### config.mk
export PLATFORM = sky130hd
export DESIGN_NAME = uart_rx_deframer
export DESIGN_NICKNAME = d
export VERILOG_FILES = /design/src/rtl/uart_rx_deframer.sv
export SDC_FILE = /design/constraint.sdc
export NUM_CORES = 1
export LEC_CHECK = 0
export CORE_ASPECT_RATIO = 0.9
export CORE_MARGIN = 2
export CORE_UTILIZATION = 45
export DETAILED_ROUTE_END_ITERATION = 12
export PLACE_DENSITY = 0.67
export SYNTH_ARGS = -nofsm -noshare
export SYNTH_HDL_FRONTEND = slang
export SYNTH_SLANG_ARGS = --single-unit
export TNS_END_PERCENT = 20
### constraint.sdc
create_clock -name CLK_50_MAX10 -period 2.2 [get_ports CLK_50_MAX10]
set_clock_uncertainty 0.05 [all_clocks]
set_input_delay 0.44 -clock CLK_50_MAX10 [delete_from_list [all_inputs] [get_ports CLK_50_MAX10]]
set_output_delay 0.44 -clock CLK_50_MAX10 [all_outputs]
set_load 0.02 [all_outputs]
### src/rtl/uart_rx_deframer.sv
`timescale 1ns/1ps
// uart_rx_deframer: oversampling UART receiver (start, 8 data LSB first, optional parity,
// stop) feeding a one-entry valid/ready holding register with frame/parity/overrun status.
module uart_rx_deframer #(
  parameter int CLK_HZ     = 50_000_000,
  parameter int BAUD       = 115_200,
  parameter int OVERSAMPLE = 16,
  parameter int PARITY     = 0
) (
  input  logic       CLK_50_MAX10,
  input  logic       CPU_RESET,
  input  logic       UART_RX,
  output logic [7:0] RX_DATA,
  output logic       RX_VALID,
  input  logic       RX_READY,
  output logic       RX_BUSY,
  output logic       RX_FRAME_ERR,
  output logic       RX_PARITY_ERR,
  output logic       RX_OVERRUN,
  input  logic       RX_ERR_CLR
);

  localparam int DIV_RAW = (CLK_HZ + (BAUD * OVERSAMPLE) / 2) / (BAUD * OVERSAMPLE);
  localparam int DIV     = (DIV_RAW < 1) ? 1 : DIV_RAW;
  localparam int DW      = (DIV > 1) ? $clog2(DIV) : 1;
  localparam int SW      = $clog2(OVERSAMPLE);
  localparam logic [DW-1:0] DIV_LAST = DW'(DIV - 1);
  localparam logic [SW-1:0] S_LAST   = SW'(OVERSAMPLE - 1);
  localparam logic [SW-1:0] S_A      = SW'(OVERSAMPLE / 2 - 1);
  localparam logic [SW-1:0] S_B      = SW'(OVERSAMPLE / 2);
  localparam logic [SW-1:0] S_C      = SW'(OVERSAMPLE / 2 + 1);

  typedef enum logic [2:0] {
    ST_IDLE   = 3'd0,
    ST_START  = 3'd1,
    ST_DATA   = 3'd2,
    ST_PARITY = 3'd3,
    ST_STOP   = 3'd4,
    ST_BREAK  = 3'd5
  } state_t;

  state_t          r_state, w_state_nxt;
  logic            r_sync1, r_sync2, w_rx;
  logic [DW-1:0]   r_div;
  logic            w_tick;
  logic [SW-1:0]   r_s;
  logic [1:0]      r_smp;
  logic            w_maj, w_decide;
  logic [7:0]      r_shift, r_byte;
  logic [2:0]      r_bit;
  logic            r_par_bad;
  logic            w_deliver, w_ferr, w_perr;
  logic            r_deliver, r_busy, r_ferr, r_perr;
  logic [7:0]      r_data;
  logic            r_valid, r_ovr;

  function automatic logic parity_bad(input logic [7:0] d, input logic p);
    logic odd;
    odd = (PARITY == 2) ? 1'b1 : 1'b0;
    return (^d) ^ p ^ odd;
  endfunction

  assign w_rx     = r_sync2;
  assign w_tick   = (r_div == DIV_LAST);
  assign w_decide = w_tick && (r_s == S_C);
  assign w_maj    = (r_smp[0] & r_smp[1]) | (r_smp[0] & w_rx) | (r_smp[1] & w_rx);

  // Two-flop synchronizer; resets to the idle (high) line level.
  always_ff @(posedge CLK_50_MAX10 or posedge CPU_RESET) begin
    if (CPU_RESET) begin
      r_sync1 <= 1'b1;
      r_sync2 <= 1'b1;
    end else begin
      r_sync1 <= UART_RX;
      r_sync2 <= r_sync1;
    end
  end

  always_ff @(posedge CLK_50_MAX10 or posedge CPU_RESET) begin
    if (CPU_RESET) begin
      r_div <= '0;
    end else if (w_tick) begin
      r_div <= '0;
    end else begin
      r_div <= r_div + 1'b1;
    end
  end

  // Sample phase restarts on every start detection so the 3-sample window sits mid-bit.
  always_ff @(posedge CLK_50_MAX10 or posedge CPU_RESET) begin
    if (CPU_RESET) begin
      r_s <= '0;
    end else if (r_state == ST_IDLE) begin
      r_s <= '0;
    end else if (w_tick) begin
      r_s <= (r_s == S_LAST) ? '0 : r_s + 1'b1;
    end else begin
      r_s <= r_s;
    end
  end

  always_ff @(posedge CLK_50_MAX10 or posedge CPU_RESET) begin
    if (CPU_RESET) begin
      r_smp     <= 2'b00;
      r_shift   <= 8'h00;
      r_bit     <= 3'd0;
      r_par_bad <= 1'b0;
    end else begin
      if (w_tick && (r_s == S_A)) r_smp[0] <= w_rx;
      if (w_tick && (r_s == S_B)) r_smp[1] <= w_rx;
      if (r_state == ST_IDLE) begin
        r_bit     <= 3'd0;
        r_par_bad <= 1'b0;
      end else if (w_decide && (r_state == ST_DATA)) begin
        r_shift <= {w_maj, r_shift[7:1]};
        r_bit   <= r_bit + 3'd1;
      end else if (w_decide && (r_state == ST_PARITY)) begin
        r_par_bad <= parity_bad(r_shift, w_maj);
      end
    end
  end

  always_ff @(posedge CLK_50_MAX10 or posedge CPU_RESET) begin
    if (CPU_RESET) begin
      r_state <= ST_IDLE;
    end else begin
      r_state <= w_state_nxt;
    end
  end

  always_comb begin
    w_state_nxt = r_state;
    w_deliver   = 1'b0;
    w_ferr      = 1'b0;
    w_perr      = 1'b0;
    case (r_state)
      ST_IDLE: begin
        if (!w_rx) w_state_nxt = ST_START;
        else       w_state_nxt = ST_IDLE;
      end
      ST_START: begin
        if (w_decide) w_state_nxt = w_maj ? ST_IDLE : ST_DATA;
        else          w_state_nxt = ST_START;
      end
      ST_DATA: begin
        if (w_decide && (r_bit == 3'd7)) w_state_nxt = (PARITY != 0) ? ST_PARITY : ST_STOP;
        else                             w_state_nxt = ST_DATA;
      end
      ST_PARITY: begin
        if (w_decide) w_state_nxt = ST_STOP;
        else          w_state_nxt = ST_PARITY;
      end
      ST_STOP: begin
        if (w_decide && !w_maj) begin
          w_state_nxt = ST_BREAK;
          w_ferr      = 1'b1;
        end else if (w_decide && r_par_bad) begin
          w_state_nxt = ST_IDLE;
          w_perr      = 1'b1;
        end else if (w_decide) begin
          w_state_nxt = ST_IDLE;
          w_deliver   = 1'b1;
        end else begin
          w_state_nxt = ST_STOP;
        end
      end
      ST_BREAK: begin
        if (w_rx) w_state_nxt = ST_IDLE;
        else      w_state_nxt = ST_BREAK;
      end
      default: w_state_nxt = ST_IDLE;
    endcase
  end

  always_ff @(posedge CLK_50_MAX10 or posedge CPU_RESET) begin
    if (CPU_RESET) begin
      r_busy    <= 1'b0;
      r_ferr    <= 1'b0;
      r_perr    <= 1'b0;
      r_deliver <= 1'b0;
      r_byte    <= 8'h00;
    end else begin
      r_busy    <= (w_state_nxt != ST_IDLE);
      r_ferr    <= w_ferr;
      r_perr    <= w_perr;
      r_deliver <= w_deliver;
      if (w_deliver) r_byte <= r_shift;
    end
  end

  // Holding register: a byte arriving while full and not being drained is dropped.
  always_ff @(posedge CLK_50_MAX10 or posedge CPU_RESET) begin
    if (CPU_RESET) begin
      r_data  <= 8'h00;
      r_valid <= 1'b0;
      r_ovr   <= 1'b0;
    end else begin
      if (r_deliver && (!r_valid || RX_READY)) begin
        r_data  <= r_byte;
        r_valid <= 1'b1;
      end else if (r_valid && RX_READY) begin
        r_valid <= 1'b0;
      end
      if (r_deliver && r_valid && !RX_READY) r_ovr <= 1'b1;
      else if (RX_ERR_CLR)                   r_ovr <= 1'b0;
    end
  end

  assign RX_DATA       = r_data;
  assign RX_VALID      = r_valid;
  assign RX_BUSY       = r_busy;
  assign RX_FRAME_ERR  = r_ferr;
  assign RX_PARITY_ERR = r_perr;
  assign RX_OVERRUN    = r_ovr;

endmodule

-- Word-level counts from Yosys, hierarchy flattened
Cells that the tools add are included.
- bits in latches: 0
- memory bits (writable): 0
- output and inout port bits: 13
- ROM bits: 0
- memories kept: 0
- bits in registers: 50
- input bits: 5
- reductions and logical operators: 26
- multiplexer cells: 32
- $lt $le $gt $ge: 0
- $mul: 0
- div/mod/pow operators: 0
- equality and inequality tests: 12
- bitwise logic cells: 7
- shifts and indexed selects: 0
- add/sub/neg operators: 3
- operator list (cell ; number):
    2-to-1 mux 3 bit ; 8
    one-hot mux 3 bit (6 select lines) ; 1
    2-to-1 mux 1 bit ; 17
    == test 4 bit (second input constant) ; 3
    logical AND 1 bit ; 12
    2-to-1 mux 4 bit ; 3
    nonzero test 2 bit ; 5
    == test 3 bit (second input constant) ; 3
    XOR reduction 8 bit ; 1
    == test 3 x 2 -> 1 bit (second input constant) ; 2
    adder 5 x 1 -> 5 bit (second input constant) ; 1
    == test 5 bit (second input constant) ; 1
    2-to-1 mux 5 bit ; 1
    adder 4 x 1 -> 4 bit (second input constant) ; 1
    == test 4 x 3 -> 1 bit (second input constant) ; 1
    2-to-1 mux 2 bit ; 2
    AND reduction 2 bit ; 2
    adder 3 x 1 -> 3 bit (second input constant) ; 1
    AND 1 bit ; 3
    == test 3 x 1 -> 1 bit (second input constant) ; 1
    zero test 1 bit ; 3
    zero test 3 bit ; 1
    nonzero test 3 bit ; 1
    != test 2 bit (second input constant) ; 1
    other kinds (4) ; 5

-- Depth between registers and ports, before layout
Gate-level depths: netlist (run 1).
- depth after elaboration: 8
- mapped depth: 7
- mapped depth without buffers: 6

-- Worst setup path before layout (run 1)
OpenSTA, ideal clock, no wires.
- path type: reg2reg
- from: register r_div[0]
- to: register r_byte[0]
- period minus slack after synthesis: 2.028 ns
- path slack: 0.172 ns
- buffers on the path: 1
- data arrival time: 1.854 ns
- stages on the path, launching flop included: 8
- path through: dfrtp_1 > inv_1 > ha_1 > and4b_1 > buf_2 > nand2_1 > nor4_4 > mux2_2
- word-level cells in the longest chain between the ends: 6
- ends and longest elaborated chain (element ; RTL line ; text):
    start: declaration ; 44 ; logic [DW-1:0] r_div;
    start signal: assignment ; 85 ; r_div <= r_div + 1'b1;
    == test 5 bit * ; 64 ; assign w_tick = (r_div == DIV_LAST);
    logical AND 1 bit * ; 65 ; assign w_decide = w_tick && (r_s == S_C);
    2-to-1 mux 1 bit / logical AND 1 bit (equally long branches) ; 160, 157 ;
    2-to-1 mux 1 bit ; 157 ; end else if (w_decide && r_par_bad) begin
    2-to-1 mux 1 bit * ; 154 ; if (w_decide && !w_maj) begin
    2-to-1 mux 1 bit * ; 136 ; case (r_state)
    net w_deliver ; 52 ; logic w_deliver, w_ferr, w_perr;
    end signal: assignment ; 187 ; if (w_deliver) r_byte <= r_shift;
    end: declaration ; 49 ; logic [7:0] r_shift, r_byte;
The timed path passes the listed nets; every way through them passes the cells marked *.
A chain may end at the register's enable or synchronous reset.

-- Worst setup path after layout (run 1)
- from: register r_div[0]
- to: register r_byte[3]
Same word-level chain as after synthesis.

==> run_results.csv, run 1 <==
group,metric,value,unit
logic_synthesis,syn_nets,190,
floorplan,std_cell_rows,24,
detailed_routing,drtIter0Drc,68,
floorplan,die_y,71.1,µm
detailed_routing,drtAntennaViolNets,0,
clock_network,ctsResizeCount,0,
worst_setup_path,r2r-end,"r_byte[3]",
detailed_routing,drc,0,
logic_synthesis,yosys.area.top_type,"dfrtp_1",
hold_path,min_path_cells,0,
global_route,grt_usage,0.155,
timing,holdWs,321,ps
worst_setup_path,required,2350,ps
global_route,grt_pass1_vias,1462,
logic_synthesis,synth-edff-count,0,
hold_path,hp-start,"r_sync1",
pwr,peakVddDrop,0.448,mV
global_route,met1_usage,0.202,
logic_synthesis,async_reset_ff_frac,1.00,
timing,hold_viol_final,0,
logic_synthesis,yosys-top-cells-area,"dfrtp_1, mux2_2, ha_1",
timing,slew_headroom,0.679,
logic_synthesis,avgSynthCellArea,12.7,µm²
timing,rsz0062_at_grt,"no",
pwr,p_comb_frac,0.018,
worst_setup_path,max_stage_delay,420,ps
worst_setup_path,critPathMaxFanout,9,
timing,tightest_slew,481,ps
timing,slew_viol_final,0,
floorplan,start_util,0.466,
timing,tns,0,ps
pwr,power_leakage,1.20,nW
pwr,p_per_area,566,nW/µm²
floorplan,core-area,4830,µm²
logic_synthesis,yosysSeqAreaShare,0.557,
worst_setup_path,worstPathArrival,2080,ps
clock_network,cts_sinks,50,
layout,diodes,0,
hold_path,hold_end,"r_sync2",
placed_design,place_area,2540,µm²
worst_setup_path,worstSetupEndpointType,"flop",
global_route,grt_most_used_layer,"met2",
logic_synthesis,synth_cell_types,41,
pwr,p_int,1.16,mW
worst_setup_path,r2r_slack,270,ps
pwr,clockPowerShare,0.363,
worst_setup_path,slowest_stage,"dfrtp_1",
global_route,use_met3,0.0383,
layout,multi_input_area,935,µm²
detailed_routing,routedWlPerCell,14.0,µm
logic_synthesis,syn-cell-area,2250,µm²
layout,final_cells,272,
layout,final_nets,218,
clock_network,clock_latency,310,ps
timing,post-route-min-period,1930,ps
logic_synthesis,synth_top_area_share,0.533,
logic_synthesis,ys_warn_count,0,
logic_synthesis,syn_inst,178,
floorplan,ioPinCount,18,
global_route,grt_pass1_wl,6.77,mm
run,drv_cap,0,
timing,fmax,518,MHz
detailed_routing,dr.pass1.iters,4,
timing,setup-violations-final,0,
detailed_routing,vias,1398,
floorplan,fp.dieW,78.6,µm
layout,seqCellArea,1250,µm²
global_route,overflow,0,
placed_design,io_buffers,17,
detailed_routing,wl,3.82,mm
layout,layout-drive-gt1-share,0.246,
pwr,pwr-share-seq,0.619,
clock_network,postCtsHoldBufs,0,
placed_design,post-dp-hpwl,2.84,mm
worst_setup_path,r2r_cells,7,
hold_path,hp-class,"flop to flop",
global_route,grt_max_degree,24,
clock_network,post-cts-setup-buffers,0,
clock_network,numCtsBuffers,5,
placed_design,dp_cells,264,
clock_network,cts_max_level,2,
timing,period_share,0.878,
placed_design,place_congestion,0.801,
clock_network,clk_path_buf_depth,2,
worst_setup_path,critical_path.startpoint_type,"flop",
logic_synthesis,ys_seq_elements,50,
clock_network,clkTransAtPathRegs,90,ps
worst_setup_path,worstReg2RegStart,"r_div[0]",
status,status,"finished clean",
layout,area_delta_synth_final,17.2,%
layout,fin_area,2640,µm²
layout,nFillCells,417,
floorplan,die-area,5590,µm²
global_route,antenna_found_initial,0,
clock_network,root_buffer,"clkbuf_8",
worst_setup_path,crit_path_cell_trace,"inv_1 -> ha_1 -> and4b_1 -> nand2_1 -> nor4_4 -> buf_4 -> mux2_2",
worst_setup_path,crit_type,"flop to flop",
pwr,p_sw_frac,0.223,
global_route,use_met2,0.250,
detailed_routing,routed_via_density,5.14,
pwr,p_sw,0.332,mW
clock_network,cts_tree,"yes",
logic_synthesis,ys.flop_type,"dfrtp_1",
worst max-delay path by stage:
stage | slack [ps] | cells after the start | startpoint | end
global placement | 310 | 4 | r_state[2] | r_byte[1]
detailed placement | 270 | 7 | r_div[0] | r_byte[3]
global route | 80 | 7 | r_div[0] | r_byte[4]
floorplan | 170 | 7 | r_div[0] | r_byte[0]
CTS | 250 | 7 | r_div[0] | r_byte[3]
finish | 270 | 7 | r_div[0] | r_byte[3]
flip-flops by register name (all words and copies together), names as in the netlist, 2 cells and up:
name,count
RX_DATA,8
r_div,5
r_smp,2
r_byte,8
r_s,4
r_shift,8
r_state,3
r_bit,3
worst max-delay path: cells and delay by family (launching register included):
family	cells	cell delay, ps
mux	1	340
simple gates	3	530
fa+ha+maj	1	190
buf+inv	2	280
flops	1	420
power by group through the flow:
stage | Combinational, mW | Sequential (mW) | Clock [mW]
after floorplan | 0.0137 | 0.941 | 0
after global routing | 0.0321 | 0.924 | 0.600
after global placement | 0.0278 | 0.941 | 0
after detailed placement | 0.0288 | 0.941 | 0
after CTS | 0.0290 | 0.923 | 0.559
final | 0.0274 | 0.923 | 0.542
stage by stage:
stage	total power, mW	utilization	setup slack [ps]
after floorplan	0.954	-	172
after global placement	0.969	0.526	309
after detailed placement	0.970	0.526	266
after CTS	1.51	0.546	248
after global routing	1.56	0.546	78.2
final	1.49	0.546	268
cell type report:
cell class | count | share of cell area
multi-input cells | 113 | 0.354
repair buffers | 26 | 0.0901
clock inverters | 3 | 0.00948
well taps | 65 | 0.0308
clock buffers | 5 | 0.0261
inverters | 10 | 0.0142
flip-flops and latches | 50 | 0.475
synth_stat cells, types with 2 or more instances:
master / instances
o31ai_1: 2
a21oi_1: 4
xnor2_1: 8
mux2_2: 27
nand2_1: 10
mux2i_1: 2
o21ai_0: 6
dfstp_2: 2
a31oi_1: 2
buf_2: 3
dfrtp_1: 48
nor3_1: 4
inv_1: 10
nor4_4: 2
nand2b_1: 3
nand3_1: 4
nor2_1: 11
ha_1: 7
cell usage in the layout, fill, tap and decap left out, types with 3 or more instances in the layout:
cell type	instances
dfrtp_1	48
mux2_2	27
clkdlybuf4s50_1	17
nor2_1	11
nand2_1	10
inv_1	9
buf_4	9
xnor2_1	8
ha_1	7
o21ai_0	6
clkbuf_8	5
nor3_1	4
nand3_1	4
a21oi_1	4
nand2b_1	3
kinds of logic after synthesis:
kind of cell             count (synthesis)  share of synthesized area
multiplexers                            29                      0.144
XOR/XNOR                                10                     0.0450
buffers and inverters                   15                     0.0283
AND/OR/NAND/NOR                         46                      0.126
adder cells (fa/ha/maj)                  8                     0.0433
AO/OA/AOI/OAI                           20                     0.0567
flip-flops                              50                      0.557
layer usage:
layer	vias to the layer above	part of all wire
li1	680	-
met1	690	0.46
met2	21	0.49
met3	7	0.035
met4	0	0.015
met5	-	0
(Power assumes the default switching activity.)
==> run 2, diff against run 1 <==
CAP_MARGIN = 20   (was default)
GPL_TIMING_DRIVEN = 0   (was default)
==> run_results.csv, run 2 (synthesis gave the netlist of run 1 again) <==
group,metric,value,unit
timing,post-route-min-period,2090,ps
detailed_routing,drtIter0Drc,139,
layout,fin_util,0.552,
global_route,grt_pass1_wl,6.85,mm
worst_setup_path,crit_type,"flop to flop",
clock_network,root_buffer,"clkbuf_8",
worst_setup_path,worstReg2RegStart,"r_div[0]",
worst_setup_path,worstSetupEndpointType,"flop",
clock_network,numCtsBuffers,5,
timing,slew_viol_final,0,
timing,holdWs,311,ps
detailed_routing,routedWlPerCell,14.7,µm
floorplan,fp.dieW,78.6,µm
worst_setup_path,slowest_stage,"dfrtp_1",
floorplan,start_util,0.466,
worst_setup_path,crit_path_cell_trace,"inv_1 -> ha_2 -> and4b_1 -> clkbuf_4 -> nand2_2 -> nor4_4 -> buf_6 -> mux2_2",
worst_setup_path,critical_path.startpoint_type,"flop",
global_route,grt_usage,0.160,
status,status,"finished clean",
clock_network,cts_tree,"yes",
pwr,p_per_area,560,nW/µm²
floorplan,std_cell_rows,24,
placed_design,io_buffers,17,
layout,layout_common_cells,"dfrtp_1, mux2_2, clkdlybuf4s50_1",
layout,nFillCells,398,
floorplan,die_y,71.1,µm
pwr,peakVddDrop,0.389,mV
global_route,grt_pass1_vias,1488,
floorplan,core-area,4830,µm²
clock_network,postCtsHoldBufs,0,
detailed_routing,dr.pass1.iters,4,
worst_setup_path,startpoint,"r_div[0]",
timing,tightest_slew,731,ps
detailed_routing,vias,1456,
timing,setup-violations-final,0,
clock_network,clk_path_buf_depth,2,
hold_path,hp-class,"flop to flop",
pwr,power_leakage,1.21,nW
layout,layout-drive-gt1-share,0.255,
worst_setup_path,r2r_cells,8,
clock_network,clkTransAtPathRegs,90,ps
layout,final_nets,219,
floorplan,die-area,5590,µm²
timing,period_share,0.949,
worst_setup_path,critPathMaxFanout,10,
clock_network,cts_max_level,2,
worst_setup_path,r2r_slack,110,ps
layout,diodes,0,
global_route,antenna_found_initial,0,
timing,slew_headroom,0.509,
worst_setup_path,r2r-end,"r_byte[4]",
worst_setup_path,required,2350,ps
timing,hold_viol_final,0,
placed_design,place_congestion,0.807,
timing,fmax,479,MHz
worst_setup_path,critPathCapture,"r_byte[4]",
floorplan,ioPinCount,18,
clock_network,cts_sinks,50,
detailed_routing,wl,4.02,mm
worst_setup_path,max_stage_delay,410,ps
run,drv_cap,0,
pwr,report.power.total,1.49,mW
layout,final_common_cell,"dfrtp_1",
clock_network,clock_latency,320,ps
layout,area_delta_synth_final,18.4,%
detailed_routing,drtAntennaViolNets,0,
worst_setup_path,worstPathArrival,2240,ps
global_route,overflow,0,
global_route,grt_max_degree,35,
placed_design,post-dp-hpwl,2.79,mm
detailed_routing,routed_via_density,5.33,
detailed_routing,drc,0,
-- run 2: cell types whose count changed in the layout (fill, tap and decap cells not counted), sizes merged --
cell	before	now
clkinv	1	0
buf	9	8
clkbuf	5	7
clkinvlp	1	2
-- run 2: how the worst min path moves through the flow --
stage,to,slack (ps),depth (start not counted),startpoint
3_3_place_gp,r_sync2,300,0,r_sync1
2_1_floorplan,r_sync2,300,0,r_sync1
5_1_grt,r_sync2,310,0,r_sync1
4_1_cts,r_sync2,310,0,r_sync1
6_report,r_sync2,310,0,r_sync1
3_5_place_dp,r_sync2,300,0,r_sync1
-- run 2: worst max-delay path, delay by kind of cell (launching register included) --
kind	cells	cell delay (ps)
simple gates	3	520
buf+inv	3	460
flops	1	410
mux	1	340
fa+ha+maj	1	210
-- run 2: what timing repair did --
item	in CTS	in global routing
gates resized for setup	0	6
gates cloned	0	1
buffers inserted	1	2
pin swaps	2	2
setup endpoints to repair	15	15
-- run 2: routing by layer --
metal  track usage  wire length (µm)
met1         0.207              1820
met2         0.243              1920
met3        0.0344               150
met4         0.103               138
met5             0                 0
-- run 2: report_power, final --
part           internal [mW]  total [mW]  switching [mW]
clock network          0.227       0.542           0.314
logic                 0.0102      0.0288          0.0186
registers              0.922       0.923         0.00157
total                   1.16        1.49           0.335
-- run 2: cell type report --
cell class | count | area [µm²] | share of cell area
clock buffers | 5 | 68.8 | 0.0258
flip-flops and latches | 50 | 1250 | 0.470
inverters | 10 | 37.5 | 0.0141
plain buffers | 5 | 28.8 | 0.0108
multi-input cells | 113 | 948 | 0.356
repair buffers | 22 | 224 | 0.0840
well taps | 65 | 81.3 | 0.0305
clock inverters | 3 | 23.8 | 0.00892
-- run 2: through the flow --
stage / TNS (ps) / instances / setup slack (ps) / instance area, µm²
2_1_floorplan: 0 / 178 / 172 / 2250
3_3_place_gp: -16300 / 260 / -327 / 2500
3_5_place_dp: -1530 / 261 / -142 / 2520
4_1_cts: 0 / 270 / 1.83 / 2620
5_1_grt: -77.0 / 273 / -15.2 / 2670
6_report: 0 / 273 / 111 / 2670
==> patch 1: new RTL, flow settings as in run 1 <==
`BAUD`: 115_200 -> 57_600.
--- a/src/rtl/uart_rx_deframer.sv
+++ b/src/rtl/uart_rx_deframer.sv
@@ -5,3 +5,3 @@
   parameter int CLK_HZ     = 50_000_000,
-  parameter int BAUD       = 115_200,
+  parameter int BAUD       = 57_600,
   parameter int OVERSAMPLE = 16,
Formal check against the unedited RTL: same outputs for any inputs over 10 cycles, from zero or initial values and one cycle with CPU_RESET high; that may be too few to reach the edited logic, so the function may still have changed.
==> patch 1 against run 1 <==
Synthesized area rose by 3.6%. Setup slack worse by 140 ps. Wire length is 5.9% higher. Sequential share of layout area is 0.22 points lower. Sequential cell count is 1 higher. Power up 9.1%. Via count up 3.9%. Final area is 2.5% higher. Highest routed layer unchanged.
==> patch 1: results (changes against run 1) <==
Outcome: finished clean (unchanged)
Switching power: 310.8 uW (was 332.2 uW)
Post-synth net total: 201 (was 190)
First-pass GRT wire length: 7003 um (was 6768 um)
Gr usage total: 0.1605 (was 0.1552)
Fill count: 415 (was 417)
Crit Path Max Fanout: 8 (was 9)
DRT iter0 DRCs: 91 (was 68)
Placed instance area: 2586 um2 (was 2545 um2)
CP max stage cell: dfstp_2 (was dfrtp_1)
Clock power frac: 0.404 (was 0.363)
Yosys cell types: 44 (was 41)
Met1 GRT Util: 0.2216 (was 0.2024)
Post-Route WL: 4048 um (was 3821 um)
Worst reg2reg path depth: 5 (was 7)
Sequential share of the synthesized area: 0.5480 (was 0.5567)
Routability cong.: 0.8541 (was 0.8012)
CP delay by family, top: flip-flops (was simple AND/OR/NAND/NOR gates)
CP arrival: 2210 ps (was 2080 ps)
Total power: 1628 uW (was 1492 uW)
Synth top area cells: dfrtp_1 53%, mux2_2 13%, ha_1 3.8% (was dfrtp_1 53%, mux2_2 14%, ha_1 3.9%)
GRT met2 Usage: 0.2463 (was 0.2498)
Design area: 2704 um2 (was 2639 um2)
Share of cells above drive strength 1: 0.2358 (was 0.2464)
Gate Count Post-Synth: 189 (was 178)
Relative slew slack: 0.5914 (was 0.6789)
Worst vdd ir: 0.4536 mV (was 0.4481 mV)
Pre-CTS WS: 155.6 ps (was 266.5 ps)
Vias/cell: 5.245 (was 5.140)
CP peak stage delay: 600 ps (was 420 ps)
Final #Nets: 223 (was 218)
Dpl cells: 269 (was 264)
patch 1: path summary, 6_finish.rpt:
path	startpoint	endpoint	slack, ps
worst max register to register	r_sync2$_DFF_PP1_	r_byte[2]$_DFFE_PP0P_	130
min in group asynchronous	CPU_RESET	r_s[2]$_DFFE_PP0P_	330
worst min register to register	r_sync1$_DFF_PP1_	r_sync2$_DFF_PP1_	310
worst min-delay path	r_sync1$_DFF_PP1_	r_sync2$_DFF_PP1_	310
worst max-delay path	r_sync2$_DFF_PP1_	r_byte[2]$_DFFE_PP0P_	130
max in group asynchronous	CPU_RESET	RX_DATA[1]$_DFFE_PP0P_	1160
patch 1: layout make-up:
cell class,count,area share
Inverter,9,0.01249
Multi-Input combinational cell,123,0.3670
Sequential cell,51,0.4729
Tap cell,65,0.03008
Timing Repair Buffer,21,0.07404
Clock buffer,6,0.03054
Clock inverter,2,0.01296
patch 1: layer usage:
layer / part of all wire / vias to the layer above
li1: - / 710
met5: 0 / -
met3: 0.043 / 9
met2: 0.45 / 35
met4: 0.016 / 0
met1: 0.49 / 699
patch 1: worst register-to-register path, delay by kind of cell, from the launching register on:
kind | cells | cell delay (ps)
muxes | 1 | 350
and+or+nand+nor | 2 | 400
adders and majority gates | 1 | 340
DFF | 1 | 600
buffers and inverters | 1 | 220
patch 1: logic make-up after synthesis:
| group | synth area share |
|---|---|
| buffers and inverters | 0.02681 |
| flip-flops | 0.5480 |
| AO/OA/AOI/OAI | 0.04451 |
| multiplexers | 0.1298 |
| XOR/XNOR | 0.04719 |
| AND/OR/NAND/NOR | 0.1619 |
| adder cells (fa/ha/maj) | 0.04182 |
==> patch 2: new RTL, settings of run 1 <==
Without the edit above. The output `RX_FRAME_ERR` loses its register stage (`r_ferr` becomes a continuous assignment).
--- a/src/rtl/uart_rx_deframer.sv
+++ b/src/rtl/uart_rx_deframer.sv
@@ -177,3 +177,2 @@
       r_busy    <= 1'b0;
-      r_ferr    <= 1'b0;
       r_perr    <= 1'b0;
@@ -183,3 +182,2 @@
       r_busy    <= (w_state_nxt != ST_IDLE);
-      r_ferr    <= w_ferr;
       r_perr    <= w_perr;
@@ -189,2 +187,4 @@
   end
+
+  assign r_ferr = w_ferr;
 
Behaviour: same outputs for any inputs over 10 cycles, from zero or initial values and one cycle with CPU_RESET high; that may be too few to reach the edited logic, so the function may still have changed.
==> patch 2 against run 1 <==
Sequential power is 2% lower. Global-route usage up 1.1 points. Non-clock buffer count up 9. Power shrank 2.6%. Synthesized area down 1.1%. Largest cell class unchanged. Worst hold slack got worse by 5.9 ps. Sequential cell count fell by 1. Critical endpoint is now RX_FRAME_ERR. Final area increased by 1.6%. Setup slack worse by 110 ps. First-iteration DRC count is 19% higher. Count of clock-buffer cells in the layout rose by 1. Wire length rose by 3.1%. Largest power group unchanged.
==> patch 2: results (changes against run 1) <==
Post-synth net total: 189 (was 190)
Worst reg2reg path depth: 6 (was 7)
Final #Nets: 226 (was 218)
Outcome: finished clean (unchanged)
Static Leak: 0.001239 uW (was 0.001202 uW)
CP arrival: 1550 ps (was 2080 ps)
Top post-synthesis cells by count: 47 x dfrtp_1, 27 x mux2_2, 11 x nor2_1, 10 x inv_1, 10 x nand2_1 (was 48 x dfrtp_1, 27 x mux2_2, 11 x nor2_1, 10 x inv_1, 10 x nand2_1)
Crit path to: RX_FRAME_ERR (was r_byte[3]$_DFFE_PP0P_)
H-tree depth: 2 (unchanged)
Flop2flop setup slack: 210 ps (was 270 ps)
Number of global-route vias before repair: 1,548 (was 1,462)
Non-Filler Instances: 280 (was 272)
Share of cells above drive strength 1: 0.2791 (was 0.2464)
Mean Syn Cell Area: 12.58 um2 (was 12.65 um2)
Dpl cells: 272 (was 264)
Gr usage total: 0.1660 (was 0.1552)
Synth top area cells: dfrtp_1 53%, mux2_2 14%, ha_1 3.9% (unchanged)
Crit Path Max Fanout: 2 (was 9)
Yosys cell types: 41 (unchanged)
Largest net degree at the start of global routing: 34 (was 24)
Sequential share of the synthesized area: 0.5517 (was 0.5567)
Critical path endpoint category: primary output (was register)
Routability cong.: 0.7936 (was 0.8012)
HPWL Detailed: 2958 um (was 2836 um)
Worst vdd ir: 0.3548 mV (was 0.4481 mV)
Worst R2R Start: r_sync2$_DFF_PP1_ (was r_div[0]$_DFF_PP0_)
WL/cell: 14.07 um (was 14.05 um)
Relative slew slack: 0.7353 (was 0.6789)
-- patch 2: stage by stage --
step	setup WS [ps]	hold WS [ps]	area, um2
after floorplan	118.4	295.2	2227
after global placement	75.59	304.0	2600
after detailed placement	31.63	302.9	2600
after CTS	31.71	316.3	2688
after global routing	54.36	318.1	2681
final	161.9	314.9	2681
-- patch 2: logic make-up (layout without fill, tap and decap cells) --
group,Yosys count,after routing,synth area share
mux,29,29,0.1455
simple gates,46,46,0.1275
fa+ha+maj,8,8,0.04382
compound gates,20,20,0.05731
buf+inv,15,53,0.02865
flops,49,49,0.5517
xor+xnor,10,10,0.04551
-- patch 2: where the power goes --
part	leakage [uW]	switching (uW)	internal, uW
logic	0.000546	18.2	10.2
registers	0.000647	1.44	903
clock network	0.0000456	294	227
total	0.00124	314	1140
-- patch 2: what timing repair did --
| action | CTS | global route |
|---|---|---|
| setup endpoints to repair | 1 | 1 |
| gates resized for setup | 4 | 1 |
| hold endpoints to repair | 0 | 0 |
-- patch 2: worst max-delay path, delay by kind of cell (launching register included) --
family,cells,cell delay [ps]
simple gates,3,450
flops,1,390
buf+inv,2,250
fa+ha+maj,1,160
-- patch 2: layout make-up --
cell class | instances | area [um2]
clock buffers | 6 | 72.57
clock inverters | 2 | 13.76
fillers | 419 | 2123
inverters | 10 | 37.54
multi-input cells | 113 | 934.6
flip-flops and latches | 49 | 1229
well taps | 65 | 81.33
repair buffers | 35 | 312.8
-- patch 2: metal layers --
metal  wire, um  GRT usage  up-vias
met5          0          0        -
met4         52    0.06043        0
met3        129    0.03954        6
met2       1935     0.2682       20
met1       1823     0.2211      713
li1           -          -      695
